--- src/rtl/tx_psdu_framer_pkg.sv ---
//------------------------------------------------------------------------------
// Module   : tx_psdu_framer_pkg
// Brief    : Shared state encoding and CRC-32 constants for the PSDU framer.
// Revision : 1.0
//------------------------------------------------------------------------------
`default_nettype none

package tx_psdu_framer_pkg;

    typedef enum logic [2:0] {
        ST_IDLE = 3'd0,
        ST_HDR  = 3'd1,
        ST_DATA = 3'd2,
        ST_FCS  = 3'd3,
        ST_DONE = 3'd4
    } state_e;

    localparam logic [31:0] C_CRC_POLY  = 32'hEDB8_8320;
    localparam logic [31:0] C_CRC_INIT  = 32'hFFFF_FFFF;
    localparam int          C_MIN_LEN   = 5;
    localparam int          C_FCS_BYTES = 4;

endpackage

`default_nettype wire

--- src/rtl/crc32_byte_update.sv ---
//------------------------------------------------------------------------------
// Module   : crc32_byte_update
// Brief    : Combinational reflected CRC-32 advance by one byte, LSB first.
// Revision : 1.0
//------------------------------------------------------------------------------
`default_nettype none

module crc32_byte_update
    import tx_psdu_framer_pkg::*;
(
    input  logic [31:0] i_crc,
    input  logic [7:0]  i_data,
    output logic [31:0] o_crc
);

    logic [31:0] w_crc;

    always_comb begin
        w_crc = i_crc ^ {24'h0, i_data};
        for (int i = 0; i < 8; i++) begin
            w_crc = w_crc[0] ? ((w_crc >> 1) ^ C_CRC_POLY) : (w_crc >> 1);
        end
        o_crc = w_crc;
    end

endmodule

`default_nettype wire

--- src/rtl/tx_psdu_framer.sv ---
//------------------------------------------------------------------------------
// Module   : tx_psdu_framer
// Brief    : Frames a payload stream into a PSDU with header strobe and CRC-32 FCS.
// Revision : 1.0
//------------------------------------------------------------------------------
`default_nettype none

module tx_psdu_framer
    import tx_psdu_framer_pkg::*;
#(
    parameter int LEN_WIDTH       = 16,
    parameter int MAX_LEN         = 4095,
    parameter int UNDERRUN_CYCLES = 255
)(
    input  logic                 s00_axi_aclk,
    input  logic                 reset,
    input  logic                 enable,
    input  logic                 start,
    input  logic [7:0]           tx_rate,
    input  logic [LEN_WIDTH-1:0] tx_len,
    input  logic [7:0]           payload_byte,
    input  logic                 payload_valid,
    output logic                 payload_ready,
    input  logic                 byte_out_ready,
    output logic                 hdr_strobe,
    output logic [7:0]           hdr_rate,
    output logic [LEN_WIDTH-1:0] hdr_len,
    output logic [7:0]           byte_out,
    output logic                 byte_out_strobe,
    output logic [LEN_WIDTH-1:0] byte_count,
    output logic                 fcs_out_strobe,
    output logic                 busy,
    output logic                 error,
    output logic [2:0]           state,
    output logic                 state_changed
);

    localparam int C_UR_W = $clog2(UNDERRUN_CYCLES + 1);

    state_e               r_state;
    state_e               w_state_next;
    logic                 r_state_changed;
    logic                 r_error;
    logic [7:0]           r_hdr_rate;
    logic [LEN_WIDTH-1:0] r_hdr_len;
    logic [7:0]           r_byte_out;
    logic                 r_byte_out_strobe;
    logic                 r_fcs_out_strobe;
    logic [LEN_WIDTH-1:0] r_byte_count;
    logic [31:0]          r_crc;
    logic [1:0]           r_fcs_idx;
    logic [C_UR_W-1:0]    r_underrun_cnt;

    logic                 w_len_ok;
    logic                 w_accept;
    logic                 w_reject;
    logic                 w_abort;
    logic                 w_xfer;
    logic                 w_last_payload;
    logic                 w_idle_cycle;
    logic                 w_underrun_hit;
    logic                 w_fcs_emit;
    logic [31:0]          w_crc_next;
    logic [31:0]          w_fcs_word;
    logic [7:0]           w_fcs_byte;

    crc32_byte_update u_crc (
        .i_crc  (r_crc),
        .i_data (payload_byte),
        .o_crc  (w_crc_next)
    );

    assign w_len_ok = (tx_len >= LEN_WIDTH'(C_MIN_LEN)) && (tx_len <= LEN_WIDTH'(MAX_LEN));

    assign payload_ready  = (r_state == ST_DATA) && byte_out_ready && enable;
    assign w_xfer         = payload_valid && payload_ready;
    assign w_last_payload = (r_byte_count + LEN_WIDTH'(1)) == (r_hdr_len - LEN_WIDTH'(C_FCS_BYTES));
    assign w_idle_cycle   = (r_state == ST_DATA) && enable && byte_out_ready && !payload_valid;
    assign w_underrun_hit = w_idle_cycle && (r_underrun_cnt == C_UR_W'(UNDERRUN_CYCLES - 1));
    assign w_fcs_emit     = (r_state == ST_FCS) && enable && byte_out_ready;

    // FCS goes out as the complemented CRC, least significant byte first.
    assign w_fcs_word = ~r_crc;
    assign w_fcs_byte = w_fcs_word[{r_fcs_idx, 3'b000} +: 8];

    always_ff @(posedge s00_axi_aclk or posedge reset) begin
        if (reset) begin
            r_state <= ST_IDLE;
        end else begin
            r_state <= w_state_next;
        end
    end

    always_comb begin
        w_state_next = r_state;
        w_accept     = 1'b0;
        w_reject     = 1'b0;
        w_abort      = 1'b0;
        case (r_state)
            ST_IDLE: begin
                if (start && enable) begin
                    if (w_len_ok) begin
                        w_accept     = 1'b1;
                        w_state_next = ST_HDR;
                    end else begin
                        w_reject = 1'b1;
                    end
                end
            end
            ST_HDR: begin
                if (!enable) w_abort = 1'b1;
                else         w_state_next = ST_DATA;
            end
            ST_DATA: begin
                if (!enable || w_underrun_hit)   w_abort = 1'b1;
                else if (w_xfer && w_last_payload) w_state_next = ST_FCS;
            end
            ST_FCS: begin
                if (!enable)                                  w_abort = 1'b1;
                else if (byte_out_ready && r_fcs_idx == 2'd3) w_state_next = ST_DONE;
            end
            ST_DONE: begin
                if (!enable) w_abort = 1'b1;
                w_state_next = ST_IDLE;
            end
            default: w_state_next = ST_IDLE;
        endcase
        if (w_abort) w_state_next = ST_IDLE;
    end

    always_ff @(posedge s00_axi_aclk or posedge reset) begin
        if (reset) begin
            r_state_changed   <= 1'b0;
            r_error           <= 1'b0;
            r_hdr_rate        <= '0;
            r_hdr_len         <= '0;
            r_byte_out        <= '0;
            r_byte_out_strobe <= 1'b0;
            r_fcs_out_strobe  <= 1'b0;
            r_byte_count      <= '0;
            r_crc             <= C_CRC_INIT;
            r_fcs_idx         <= '0;
            r_underrun_cnt    <= '0;
        end else begin
            r_state_changed   <= (w_state_next != r_state);
            r_error           <= w_abort | w_reject;
            r_byte_out_strobe <= 1'b0;
            r_fcs_out_strobe  <= 1'b0;

            if (w_accept) begin
                r_hdr_rate     <= tx_rate;
                r_hdr_len      <= tx_len;
                r_byte_count   <= '0;
                r_crc          <= C_CRC_INIT;
                r_fcs_idx      <= '0;
                r_underrun_cnt <= '0;
            end

            if (w_xfer) begin
                r_byte_out        <= payload_byte;
                r_byte_out_strobe <= 1'b1;
                r_byte_count      <= r_byte_count + LEN_WIDTH'(1);
                r_crc             <= w_crc_next;
                r_underrun_cnt    <= '0;
            end else if (w_idle_cycle) begin
                r_underrun_cnt <= r_underrun_cnt + C_UR_W'(1);
            end

            if (w_fcs_emit) begin
                r_byte_out        <= w_fcs_byte;
                r_byte_out_strobe <= 1'b1;
                r_fcs_out_strobe  <= (r_fcs_idx == 2'd3);
                r_byte_count      <= r_byte_count + LEN_WIDTH'(1);
                r_fcs_idx         <= r_fcs_idx + 2'd1;
            end
        end
    end

    assign hdr_strobe      = (r_state == ST_HDR);
    assign hdr_rate        = r_hdr_rate;
    assign hdr_len         = r_hdr_len;
    assign byte_out        = r_byte_out;
    assign byte_out_strobe = r_byte_out_strobe;
    assign byte_count      = r_byte_count;
    assign fcs_out_strobe  = r_fcs_out_strobe;
    assign busy            = (r_state != ST_IDLE);
    assign error           = r_error;
    assign state           = r_state;
    assign state_changed   = r_state_changed;

endmodule

`default_nettype wire
--- config.mk ---
export PLATFORM = sky130hd
export DESIGN_NAME = tx_psdu_framer
export DESIGN_NICKNAME = d
export VERILOG_FILES = /design/src/rtl/tx_psdu_framer_pkg.sv /design/src/rtl/crc32_byte_update.sv /design/src/rtl/tx_psdu_framer.sv
export SDC_FILE = /design/constraint.sdc
export NUM_CORES = 1
export LEC_CHECK = 0
export ABC_AREA = 0
export BUFFER_PORTS_ARGS = -buffer_cell sky130_fd_sc_hd__buf_4
export CORE_MARGIN = 4
export CORE_UTILIZATION = 52
export CTS_CLUSTER_SIZE = 30
export DETAILED_ROUTE_END_ITERATION = 7
export PLACE_DENSITY = 0.79
export SLEW_MARGIN = 5
export SYNTH_ARGS = -nofsm -noshare
export SYNTH_HDL_FRONTEND = slang
export SYNTH_SLANG_ARGS = --single-unit
export TNS_END_PERCENT = 50
--- constraint.sdc ---
create_clock -name s00_axi_aclk -period 2.8 [get_ports s00_axi_aclk]
set_input_delay 0.28 -clock s00_axi_aclk [delete_from_list [all_inputs] [get_ports s00_axi_aclk]]
set_output_delay 0.28 -clock s00_axi_aclk [all_outputs]
set_load 0.02 [all_outputs]
==> results.md <==
- Initial antenna violation count: 0
- Antenna Nets Post-Route: 0
- Sequential element share of the synthesized area: 42.88%
- Largest net degree at the start of global routing: 64
- Ant. Diodes: 0
- Worst-case clock buffer depth: 2
- Final Core Density: between 60 and 70%
- R2R cell count: 7
- CP arrival: 2.94 ns
- Post-synthesis xor/xnor area fraction: 17.40%
- CTS clk-pin slew, worst paths: 0.09 ns
- Hold path startpoint: tx_len[10]
- Worst hold path type: input pin to flip-flop
- Die width: roughly 110 µm
- GRT Max-Usage Layer: met2
- Max cap viols: 0
- PwrDens: 700.1 nW/µm²
- RSZ-0062 raised after global routing: no
- Crit path max-delay cell type: nor4_1
- Max VDD drop: 0.5980 mV
- Status: complete, no violations
- Total congestion overflow: 0
- TNS Setup: 0 ns
- Reg-to-reg slack, setup: 0.15 ns
- Die Ht: 113.2 µm
- Hold EP: hdr_len[10]$_DFFE_PP0P_
- Adder-cell share of the synthesized area: 1.087%
- DRC viols: 0
- Worst-Margin Slew: 1.035 ns
- Main flop type after synthesis: dfrtp_1
- DRT iter0 DRCs: 401
- Hold Violations, Final: 0
- Post-CTS Setup Repair Bufs: 0
- GP Congestion: roughly 0.88
- Initial Utilization: 53.08%
- Met3 GRT Util: 3.209%
- Post-synth EDFFs: 0
- Yosys reg bits: 97
- Final nets: about 740
- M2 GR Usage: 40.72%
- Critical-path cell list: nand4_1 -> nor4_1 -> xnor2_1 -> xnor2_1 -> nor4_2 -> nand4_1 -> o21bai_1
- Final min period: between 2 and 3 ns
- Port bufs: between 90 and 100
- Post-Route WL: about 15000 µm
- Compound-Gate Fraction of Synth Area: 10.89%
- Type of the worst setup path: flip-flop to flip-flop
- Yosys cell types: 51
- GRT Resource Usage Total: 23.89%
- Final Max Tran Viols: 0
- Largest family of logic cells by synthesized area: simple AND/OR/NAND/NOR gates
- Met1 GRT Util: 30.86%
- Normalized max-slew margin: 30.50%
- Avg Inst Size Synth: between 9 and 10 µm²
- Mux cell area share after synthesis: 4.697%
- R2R Path End: state[0]$_DFF_PP0_
- Worst-path maximum fanout: 8
- Final setup vio count: 0
- Layout area overhead: 18.79%
- Share of flip-flops with an asynchronous set or reset: 100.0%
- Via count: slightly below 5000
- Hold depth: 3
- TritonCTS clock tree: yes
- Fmax: 378.0 MHz
- Share of post-route cells with drive strength above 1: 26.68%
- Sink Count: just under 100
- I/O pin cnt: 96
- # fillers: 920
- WP data required: about 3.1 ns
- Syn Nets: 649
- First-pass GRT wire length: 24580 µm
- Full die area: 12810 µm²
- Pleak: 2.874 nW
- Pre-antenna DRT Iters: 5
- CP endpoint kind: flip-flop
- Startpoint types: flip-flop
- Post-detail-place hpwl: 10740 µm
- Gate Count Post-Synth: 606
- Core Region: 10840 µm²
- Clock skew after layout: a little under 0.01 ns
- Final Cycle Share: 94.47%
- Syn. warnings: 0
- Via density: 5.757
- Average wire per standard cell: 17.52 µm
- CTS root buffer: clkbuf_8
- H-tree Lvls: 3
- Reg2reg start: byte_count[3]$_DFFE_PP0P_
- Inserted Clock Buffers: 9
- Worst path max stage delay: 0.61 ns
- Row cnt: 38
- Synth Area in Simple Gates: 20.03%
- Clk Latency, worst-skew pair: 0.38 ns
- Synthesized area: 5754 µm²
- Vias in the first global route: 4862
==> cell type report <==
class / instances / area, µm² / share of cell area [%]
Multi-Input combinational cell: 471 / 3124 / 45.71
Sequential cell: 97 / 2467 / 36.10
Timing Repair Buffer: 110 / 853.3 / 12.48
Tap cell: 140 / 175.2 / 2.563
Clock buffer: 11 / 131.4 / 1.922
Clock inverter: 5 / 56.30 / 0.8237
Inverter: 7 / 27.53 / 0.4027
==> worst max-delay path: cells and delay by family (launching register included) <==
| family | cells | cell delay, ns |
|---|---|---|
| AOI/OAI and AO/OA | 1 | 0.20 |
| xor gates and xnor gates | 2 | 0.36 |
| DFF | 1 | 0.53 |
| and+or+nand+nor | 4 | 1.47 |
==> per-layer routing <==
metal / up-vias / wire length (µm)
li1: 2283 / -
met1: 2380 / 6147
met2: 150 / 7545
met3: 29 / 695
met4: 0 / 343
met5: - / 0
==> state kept, by name, indices dropped and copies added (netlist names) <==
signal,cells
error,1
hdr_len,16
byte_count,16
r_fcs_idx,2
byte_out_strobe,1
state,3
byte_out,8
fcs_out_strobe,1
r_crc,32
state_changed,1
r_underrun_cnt,8
hdr_rate,8
==> kinds of logic after synthesis <==
kind of cell / Yosys count
compound gates: 114
xor+xnor: 111
fa+ha+maj: 5
buf+inv: 38
flops: 97
mux: 16
simple gates: 225
==> what timing repair did <==
action / in CTS / in global routing
hold buffers: 1 / 0
setup endpoints to repair: 0 / 2
resized for setup: 0 / 1
endpoints found under the hold margin: 21 / 0
==> how the worst max path moves through the flow <==
stage / depth (start not counted) / start / slack, ns / to
2_1_floorplan: 1 / reset / 0.04 / byte_count[0]$_DFFE_PP0P_
5_1_grt: 7 / byte_count[4]$_DFFE_PP0P_ / 0.01 / state[0]$_DFF_PP0_
4_1_cts: 8 / byte_count[0]$_DFFE_PP0P_ / 0.15 / state[0]$_DFF_PP0_
3_3_place_gp: 8 / byte_count[0]$_DFFE_PP0P_ / 0.38 / state[0]$_DFF_PP0_
6_report: 7 / byte_count[3]$_DFFE_PP0P_ / 0.15 / state[0]$_DFF_PP0_
3_5_place_dp: 8 / byte_count[0]$_DFFE_PP0P_ / 0.20 / state[0]$_DFF_PP0_
==> Yosys cell counts, types with 5 or more instances <==
cell type | count | area, µm²
a21oi_1 | 43 | 215.2
nand3_1 | 15 | 75.07
nor3_1 | 37 | 185.2
o21ai_0 | 50 | 250.2
nand4_1 | 8 | 50.05
inv_1 | 7 | 26.28
and2_1 | 7 | 43.79
dfrtp_1 | 65 | 1627
mux2_2 | 8 | 90.09
nand2_1 | 80 | 300.3
nor2_1 | 33 | 123.9
buf_2 | 13 | 65.06
clkbuf_1 | 11 | 41.29
and3_1 | 11 | 68.82
xnor2_1 | 78 | 683.2
nor4_1 | 6 | 37.54
o31ai_1 | 8 | 60.06
ha_1 | 5 | 62.56
xor2_1 | 30 | 262.8
mux4_2 | 8 | 180.2
dfstp_2 | 32 | 840.8
==> where the power goes <==
| group | internal [mW] | switching, mW | total, mW | leakage (nW) |
|---|---|---|---|---|
| sequential | 1.68 | 0.221 | 1.91 | 1.22 |
| combinational | 0.952 | 1.01 | 1.96 | 1.56 |
| clock | 0.413 | 0.503 | 0.916 | 0.0949 |
==> through the flow <==
step	worst slack (ns)	instances	instance area (µm²)	power, mW	hold slack (ns)
2_1_floorplan	0.03924	606	5754	3.378	0.3854
3_3_place_gp	0.3753	824	6633	3.802	0.4053
3_5_place_dp	0.2048	824	6633	3.882	0.4033
4_1_cts	0.1465	841	6830	4.815	0.08220
5_1_grt	0.01180	841	6835	5.066	0.08816
6_report	0.1548	841	6835	4.785	0.1013
==> cell usage in the layout, fill, tap and decap left out, types with 14 or more instances in the layout <==
cell type	Yosys	routed
a21oi_1	43	43
dfrtp_1	65	65
nand3_1	15	14
xnor2_1	78	78
nand2_1	80	80
xor2_1	30	30
buf_4	2	107
dfstp_2	32	32
o21ai_0	50	50
nor2_1	33	33
nor3_1	37	36
No activity file was read; power rests on OpenSTA's default activity.
